[config.mk]
export PLATFORM = sky130hd
export DESIGN_NAME = purchase_controller_flat
export DESIGN_NICKNAME = d
export VERILOG_FILES = /design/src/rtl/purchase_if.sv /design/src/rtl/purchase_controller.sv /design/src/flat_wrapper.sv
export SDC_FILE = /design/constraint.sdc
export NUM_CORES = 1
export LEC_CHECK = 0
export ABC_AREA = 1
export BUFFER_PORTS_ARGS = -buffer_cell sky130_fd_sc_hd__buf_4
export CORE_AREA = 4 4 117 119
export DETAILED_ROUTE_END_ITERATION = 8
export DIE_AREA = 0 0 121 123
export PLACE_DENSITY = 0.69
export SYNTH_ARGS = -nofsm -noshare
export SYNTH_HDL_FRONTEND = slang
export SYNTH_SLANG_ARGS = --single-unit
[constraint.sdc]
create_clock -name clk -period 4.1 [get_ports clk]
set_input_delay 0.205 -clock clk [delete_from_list [all_inputs] [get_ports clk]]
set_output_delay 0.205 -clock clk [all_outputs]
set_load 0.03 [all_outputs]
[src/rtl/purchase_if.sv]
// Bus bundle between the purchase controller, its customer-facing inputs and
// the item memory. The controller uses the slave view.
interface purchase_if #(
  parameter int MAX_ITEMS = 1024
);
  localparam int IW = $clog2(MAX_ITEMS);

  logic          sel_valid;
  logic [IW-1:0] sel_index;
  logic          coin_valid;
  logic [15:0]   coin_value;
  logic          cancel;
  logic [IW-1:0] mem_raddr;
  logic [15:0]   mem_item_price;
  logic [7:0]    mem_avail_count;
  logic          dispense_valid;
  logic [IW-1:0] dispensed_item_index;
  logic          change_valid;
  logic [15:0]   change_amount;
  logic          sold_out;
  logic          busy;

  modport slave (
    input  sel_valid, sel_index, coin_valid, coin_value, cancel,
           mem_item_price, mem_avail_count,
    output mem_raddr, dispense_valid, dispensed_item_index,
           change_valid, change_amount, sold_out, busy
  );

  modport master (
    output sel_valid, sel_index, coin_valid, coin_value, cancel,
           mem_item_price, mem_avail_count,
    input  mem_raddr, dispense_valid, dispensed_item_index,
           change_valid, change_amount, sold_out, busy
  );
endinterface

[src/rtl/purchase_controller.sv]
// Vending purchase controller: select an item, read its price and stock,
// collect coins with timeout, dispense, and return change or refund.
module purchase_controller #(
  parameter int MAX_ITEMS      = 1024,
  parameter int TIMEOUT_CYCLES = 1000
) (
  input  logic     clk,
  input  logic     rst,
  purchase_if.slave bus
);
  localparam int IW = $clog2(MAX_ITEMS);
  localparam int TW = $clog2(TIMEOUT_CYCLES + 1);
  localparam logic [TW-1:0] TIMEOUT_LAST = TW'(TIMEOUT_CYCLES - 1);

  typedef enum logic [2:0] {
    IDLE, LOOKUP, CHECK, COLLECT, DISPENSE, CHANGE
  } state_t;

  state_t        state, state_next;
  logic [IW-1:0] raddr_q, raddr_next;
  logic [IW-1:0] index_q, index_next;
  logic [IW-1:0] dispensed_q, dispensed_next;
  logic [15:0]   credit_q, credit_next;
  logic [15:0]   price_q, price_next;
  logic [TW-1:0] timer_q, timer_next;
  logic          dispense_q, dispense_next;
  logic          change_valid_q, change_valid_next;
  logic [15:0]   change_amount_q, change_amount_next;
  logic          sold_out_q, sold_out_next;

  logic [16:0]   credit_sum;
  logic [15:0]   credit_in;

  // Credit including this cycle's coin, saturating at 0xFFFF.
  assign credit_sum = {1'b0, credit_q} + {1'b0, bus.coin_value};
  assign credit_in  = !bus.coin_valid ? credit_q :
                      (credit_sum[16] ? 16'hFFFF : credit_sum[15:0]);

  // NOTE: every signal written here gets a default first, so no path leaves
  // one unassigned and no latch is inferred.
  always_comb begin
    state_next         = state;
    raddr_next         = raddr_q;
    index_next         = index_q;
    dispensed_next     = dispensed_q;
    credit_next        = credit_q;
    price_next         = price_q;
    timer_next         = timer_q;
    dispense_next      = 1'b0;
    change_valid_next  = 1'b0;
    change_amount_next = change_amount_q;
    sold_out_next      = 1'b0;

    unique case (state)
      IDLE: begin
        if (bus.sel_valid) begin
          raddr_next  = bus.sel_index;
          index_next  = bus.sel_index;
          credit_next = '0;
          state_next  = LOOKUP;
        end
      end
      LOOKUP: state_next = CHECK;
      CHECK: begin
        price_next = bus.mem_item_price;
        timer_next = '0;
        if (bus.mem_avail_count == 8'd0) begin
          sold_out_next = 1'b1;
          state_next    = IDLE;
        end else begin
          state_next = COLLECT;
        end
      end
      COLLECT: begin
        credit_next = credit_in;
        timer_next  = bus.coin_valid ? '0 : timer_q + TW'(1);
        // Cancel wins over dispense; a same-cycle coin is part of the refund.
        if (bus.cancel || (!bus.coin_valid && timer_q == TIMEOUT_LAST &&
                           credit_q < price_q)) begin
          state_next = IDLE;
          if (credit_in != 16'd0) begin
            change_valid_next  = 1'b1;
            change_amount_next = credit_in;
          end
        end else if (credit_q >= price_q) begin
          state_next     = DISPENSE;
          dispense_next  = 1'b1;
          dispensed_next = index_q;
        end
      end
      DISPENSE: begin
        state_next = CHANGE;
        if (credit_q != price_q) begin
          change_valid_next  = 1'b1;
          change_amount_next = credit_q - price_q;
        end
      end
      CHANGE:  state_next = IDLE;
      default: state_next = IDLE;
    endcase
  end

  // NOTE: sequential state uses non-blocking assignments so every register
  // samples the pre-edge values; the synchronous reset covers all of them.
  always_ff @(posedge clk) begin
    if (rst) begin
      state           <= IDLE;
      raddr_q         <= '0;
      index_q         <= '0;
      dispensed_q     <= '0;
      credit_q        <= '0;
      price_q         <= '0;
      timer_q         <= '0;
      dispense_q      <= 1'b0;
      change_valid_q  <= 1'b0;
      change_amount_q <= '0;
      sold_out_q      <= 1'b0;
    end else begin
      state           <= state_next;
      raddr_q         <= raddr_next;
      index_q         <= index_next;
      dispensed_q     <= dispensed_next;
      credit_q        <= credit_next;
      price_q         <= price_next;
      timer_q         <= timer_next;
      dispense_q      <= dispense_next;
      change_valid_q  <= change_valid_next;
      change_amount_q <= change_amount_next;
      sold_out_q      <= sold_out_next;
    end
  end

  assign bus.mem_raddr            = raddr_q;
  assign bus.dispense_valid       = dispense_q;
  assign bus.dispensed_item_index = dispensed_q;
  assign bus.change_valid         = change_valid_q;
  assign bus.change_amount        = change_amount_q;
  assign bus.sold_out             = sold_out_q;
  assign bus.busy                 = (state != IDLE);
endmodule

[src/flat_wrapper.sv]
// flat-port wrapper written by rule: the top's interface ports become plain ports
module purchase_controller_flat 
#(
  parameter int MAX_ITEMS      = 1024,
  parameter int TIMEOUT_CYCLES = 1000
)
  (clk, rst, bus_sel_valid, bus_sel_index, bus_coin_valid, bus_coin_value, bus_cancel, bus_mem_item_price, bus_mem_avail_count, bus_mem_raddr, bus_dispense_valid, bus_dispensed_item_index, bus_change_valid, bus_change_amount, bus_sold_out, bus_busy);
  purchase_if #(.MAX_ITEMS(MAX_ITEMS)) bus_i ();
  input  logic clk;
  input  logic rst;
  input wire logic [$bits(bus_i.sel_valid)-1:0] bus_sel_valid;
  input wire logic [$bits(bus_i.sel_index)-1:0] bus_sel_index;
  input wire logic [$bits(bus_i.coin_valid)-1:0] bus_coin_valid;
  input wire logic [$bits(bus_i.coin_value)-1:0] bus_coin_value;
  input wire logic [$bits(bus_i.cancel)-1:0] bus_cancel;
  input wire logic [$bits(bus_i.mem_item_price)-1:0] bus_mem_item_price;
  input wire logic [$bits(bus_i.mem_avail_count)-1:0] bus_mem_avail_count;
  output wire logic [$bits(bus_i.mem_raddr)-1:0] bus_mem_raddr;
  output wire logic [$bits(bus_i.dispense_valid)-1:0] bus_dispense_valid;
  output wire logic [$bits(bus_i.dispensed_item_index)-1:0] bus_dispensed_item_index;
  output wire logic [$bits(bus_i.change_valid)-1:0] bus_change_valid;
  output wire logic [$bits(bus_i.change_amount)-1:0] bus_change_amount;
  output wire logic [$bits(bus_i.sold_out)-1:0] bus_sold_out;
  output wire logic [$bits(bus_i.busy)-1:0] bus_busy;
  assign bus_i.sel_valid = bus_sel_valid;
  assign bus_i.sel_index = bus_sel_index;
  assign bus_i.coin_valid = bus_coin_valid;
  assign bus_i.coin_value = bus_coin_value;
  assign bus_i.cancel = bus_cancel;
  assign bus_i.mem_item_price = bus_mem_item_price;
  assign bus_i.mem_avail_count = bus_mem_avail_count;
  assign bus_mem_raddr = bus_i.mem_raddr;
  assign bus_dispense_valid = bus_i.dispense_valid;
  assign bus_dispensed_item_index = bus_i.dispensed_item_index;
  assign bus_change_valid = bus_i.change_valid;
  assign bus_change_amount = bus_i.change_amount;
  assign bus_sold_out = bus_i.sold_out;
  assign bus_busy = bus_i.busy;
  purchase_controller #(.MAX_ITEMS(MAX_ITEMS), .TIMEOUT_CYCLES(TIMEOUT_CYCLES)) u_core (.clk(clk), .rst(rst), .bus(bus_i));
endmodule
Word level (Yosys, flattened, before mapping) --
Index checks and enable logic that the tools add are counted.
Word-level totals: latch bits 0, logic and storage cells 68, memory bits (read-only) 0, flip-flop bits (word level) 84, RAM bits 0, output and inout bits 40, bits of input ports 55, memories kept 0
Cells by class: mux-type cells 21, bitwise gates (word level) 3, divide/modulo/power cells 0, equality and inequality tests 11, magnitude comparators 2, add/subtract/negate cells 3, shift operators 0, multipliers 0, reductions and logical operators 18
Operators by type and width (number):
- 16-bit 2-to-1 mux | 6
- 16-bit one-hot mux with 2 select lines | 2
- 10-bit one-hot mux with 2 select lines | 1
- 16-bit by 16-bit adder with 17-bit output | 1
- 16-bit greater-or-equal comparator | 1
- 16-bit < comparator | 1
- 16-bit inequality test | 1
- 16-bit nonzero test | 1
- 16-bit subtractor | 1
- 3-bit one-hot mux with 5 select lines | 1
- 10-bit by 1-bit adder with 10-bit output, second input constant | 1
- 10-bit == test, second input constant | 1
- 10-bit 2-to-1 mux | 1
- 3-bit 2-to-1 mux | 3
- 8-bit logical NOT | 1
- 3-bit by 2-bit == test with 1-bit output, second input constant | 2
- 2-bit by 1-bit inequality test with 1-bit output, second input constant | 3
- 2-bit AND reduction | 3
- 2-bit nonzero test | 3
- 1-bit 2-to-1 mux | 5
- 4-bit AND reduction | 1
- 3-bit by 1-bit == test with 1-bit output, second input constant | 1
- 3-bit == test, second input constant | 1
- 3-bit logical NOT | 1
- other kinds (12) | 15

Depth between registers and ports, before layout --
word-level depth 7, depth in mapped cells 21, depth with buffers taken out 20

Worst setup path before layout --
Ideal clock, no wire load.
path kind reg2reg, from register u_core.credit_q[0], to register u_core.dispensed_q[0] (netlist: u_core.bus.dispensed_item_index[0]), path slack 1.679 ns, buffers on the path 1, library setup time 0.128 ns, stages on the path, launching flop included 14, required time 3.972 ns, arrival time 2.293 ns, period minus slack after synthesis 2.421 ns, path through dfxtp_1 > inv_1 > ha_1 > fa_1 > nand3b_1 > nand2_1 > a21oi_1 > o21ai_1 > nand2_1 > nand4_1 > nand3_1 > nor2_1 > clkbuf_1 > a21oi_1
On the way: longest elaborated chain between the ends 5, elaborated cells between the ends (all ways) 6, classes of those cells 2 x order compare; 1 x bitwise; 3 x reduce/logical
Ends and longest elaborated chain:
- start: declaration | line purchase_controller.sv:23 | logic [15:0] credit_q, credit_next;
- start signal: assignment | line purchase_controller.sv:123 | credit_q <= credit_next;
- 16-bit < comparator | line purchase_controller.sv:79 | credit_q < price_q)) begin
- 1-bit logical AND | line purchase_controller.sv:78 | if (bus.cancel || (!bus.coin_valid && timer_q == TIMEOUT_LAST &&
- 1-bit logical OR | line purchase_controller.sv:78
- 1-bit inverter (no line)
- 3-bit AND reduction (no line) (*)
- end signal: assignment | line purchase_controller.sv:122 | dispensed_q <= dispensed_next;
- end: declaration | line purchase_controller.sv:22 | logic [IW-1:0] dispensed_q, dispensed_next;
Mark *: on every way between the ends. The rest lies on a longest branch, timed or not. A chain may end at the register's enable or synchronous reset.

Final worst setup path --
from register u_core.credit_q[0], to register u_core.dispensed_q[1] (netlist: u_core.bus.dispensed_item_index[1])
Same word-level chain as after synthesis.

==> impl_metrics.toml <==
[critical_path]
worst-path-buf-inv = 2
cp_max_fo = 20
path_delay_family = "simple AND/OR/NAND/NOR gates"
startpoint_type = "register"
critPathCaptureType = "register"
crit_type = "reg2reg"
crit_path_max_incr_delay_ns = 0.40
cp.arrival_ns = 3.10
crit_chain = "inv_1 -> ha_1 -> fa_1 -> nand3b_1 -> nand2_1 -> a21oi_1 -> o21ai_1 -> nand2_1 -> nand4_1 -> nand3_1 -> nor2_1 -> buf_4 -> o21ai_0 -> a21oi_1"
cp.required_ns = 4.36
slowest_stage = "fa_1"

[flow_run]
max_cap_violations = 0

[power_and_ir_drop]
combPwrFrac = 0.372
power_leakage_nw = 3.345
power.switching_mw = 1.023
p_clk_frac = 0.286
power_density_mw_per_mm2 = 409.6
p_seq_frac = 0.342
internal_power_mw = 1.731
p_sw_frac = 0.3713
vdd_drop_max_v = 0.0002205

[synth]
synth-seq-cells = 84
yosysSeqAreaShare = 0.2992
synth_edf_count = 0
synth_cell_types = 43
syn_nets = 973
ys_top_cells_by_area = "dfxtp_1 (30%), nand2_1 (15%), inv_1 (9.3%)"
ys.flop_type = "dfxtp_1"
yosysTopAreaCell = "dfxtp_1"
synthTopCellsByCount = "nand2_1 (220), inv_1 (140), a21oi_1 (85)"
syn_avg_cell_area_um2 = 6.365
netlist_instances = 883
syn-cell-area_mm2 = 0.005620
synth_most_common_cell = "nand2_1"
ys_warn_count = 0
yosysTopAreaCellShare = 0.2992
async_flop_share = 0

[detailed_routing]
first_pass_iters = 5
antenna_left = 0
drt_iter0_markers = 307
drt_wl_total_mm = 14.84
wl_per_cell_um = 13.00
num_vias = 5613
detail_route.vias_per_cell = 4.919
drc_errors = 0

[global_routing]
grt_max_degree = 56
grt_pass1_vias = 5164
grt-ovfl-total = 0
grt_use_total = 0.2038
antenna_found_initial = 0
grt_pass1_wl_mm = 24.63

[clocking]
clkLatencyLatePin_ns = 0.34
clockBufferDepth = 2
cts_made_buffers = 9
cts_sinks = 84
post_cts_buffers = 0
cts_tree = "yes"
hold_buffers = 0
h-tree-depth = 3
cts.clk_slew.worst_paths_ns = 0.06
cts_resized = 0
cts.root.buffer_cell = "clkbuf_16"

[place]
port_buffers = 94
place.gp.congestion = 0.9702
place_area_mm2 = 0.006444
hpwl_mm = 11.52

[floorplan]
dieArea_mm2 = 0.01488
io_pins = 95
rows = 41
coreArea_mm2 = 0.01257
die_height_um = 123
die_w_um = 121
initial_utilization = 0.4472

[finish]
fillCellCount = 1273
nets = 1056
drive_above_1_share = 0.1558
synthToLayoutAreaGrowth_pct = 19.63
finalInstanceArea_mm2 = 0.006724
n_antenna_cell = 0

[sta]
skew_ns = 0.005275
worst_slew_pin_slew_ns = 0.7949
maxSlewViolCount = 0
rsz0062_at_grt = "false"
hold_viol_final = 0
period_needed_ns = 2.839
max_freq_mhz = 352.3
setup_viol = 0
fin_crit_sh = 0.6924
setup_tns_ns = 0
slew-limit-headroom = 0.4695

[status]
outcome = "complete, no violations"

[min_path]
hold_path.class = "in2reg"
==> per-layer routing <==
layer / vias up / share of wire / global-route usage
li1: 2985 / - / -
met1: 2449 / 0.47 / 0.2798
met2: 159 / 0.43 / 0.3164
met3: 20 / 0.070 / 0.04529
met4: 0 / 0.025 / 0.07082
met5: - / 0 / 0
==> state kept, by name (all words and copies together), names as in the netlist <==
signal                           flops
u_core.timer_q                      10
u_core.bus.mem_raddr                10
u_core.bus.sold_out                  1
u_core.bus.dispense_valid            1
u_core.price_q                      16
u_core.credit_q                     16
u_core.bus.change_amount            16
u_core.bus.change_valid              1
u_core.state                         3
u_core.bus.dispensed_item_index     10
==> metrics by stage <==
stage | power [mW] | hold WS (ns) | setup WS [ns] | utilization | instances
after floorplan | 1.704 | 0.3399 | 1.679 | - | 883
after global placement | 1.969 | 0.4332 | 1.323 | 0.5127 | 1127
after detailed placement | 1.972 | 0.4397 | 1.277 | 0.5127 | 1127
after CTS | 2.767 | 0.08958 | 1.243 | 0.5350 | 1141
after global routing | 2.946 | 0.1217 | 0.9695 | 0.5350 | 1141
final | 2.754 | 0.09842 | 1.261 | 0.5350 | 1141
==> area by class of cell <==
class / instances / area, um2 / area share
Multi-Input combinational cell: 630 / 3274 / 0.4870
Sequential cell: 84 / 1682 / 0.2501
Timing Repair Buffer: 98 / 735.7 / 0.1094
Inverter: 143 / 536.8 / 0.07983
Clock buffer: 9 / 225.2 / 0.03349
Tap cell: 172 / 215.2 / 0.03201
Clock inverter: 5 / 55.05 / 0.008188
==> cells by family after synthesis <==
| family | synth area share |
|---|---|
| fa+ha+maj | 0.08059 |
| buf+inv | 0.1182 |
| flops | 0.2992 |
| xor+xnor | 0.01091 |
| simple gates | 0.3328 |
| compound gates | 0.1583 |
==> cell usage in the layout (no fill, tap or decap), drive strengths merged <==
cell type  netlist  routed
a31oi            1       1
buf              5      98
nand3b           5       5
nor2            84      84
nor4             4       4
bufinv           0       1
clkinv           2       4
ha              33      33
nand4            4       4
nor3             9       9
a221oi           1       1
o2111ai          1       1
fa               2       2
inv            141     141
or2             17      17
a21oi           87      87
and3             1       1
nand3           68      68
o21ai           67      67
clkinvlp         0       2
a211oi           2       2
clkbuf          21       9
xor2             3       3
dfxtp           84      84
and2             2       2
nand2          227     227
o21bai           4       4
o22ai            3       3
xnor2            4       4
a32oi            1       1
==> worst paths after layout <==
check / cells after the start / end / startpoint / slack, ns
min: 3 / u_core.price_q[0] / bus_mem_item_price[0] / 0.1
max: 14 / u_core.bus.dispensed_item_index[1] / u_core.credit_q[0] / 1.26
max reg2reg: 14 / u_core.bus.dispensed_item_index[1] / u_core.credit_q[0] / 1.26
min reg2reg: 2 / u_core.price_q[8] / u_core.price_q[8] / 0.46
==> power groups by stage <==
stage                     Sequential [mW]  Combinational (mW)  Clock, mW
after global routing                0.951                1.16      0.839
after floorplan                      1.02               0.683          0
final                               0.941                1.03      0.787
after global placement              0.958                1.01          0
after detailed placement            0.958                1.01          0
after CTS                           0.941                1.02      0.805
==> worst register-to-register path, stage by stage, from the launching register on <==
cell and delay, ns:
dfxtp_1 0.35, inv_1 0.08, ha_1 0.20, fa_1 0.40, nand3b_1 0.18, nand2_1 0.12, a21oi_1 0.11, o21ai_1 0.32
nand2_1 0.12, nand4_1 0.11, nand3_1 0.15, nor2_1 0.15, buf_4 0.23, o21ai_0 0.11, a21oi_1 0.15
No activity file was read; power rests on OpenSTA's default activity.
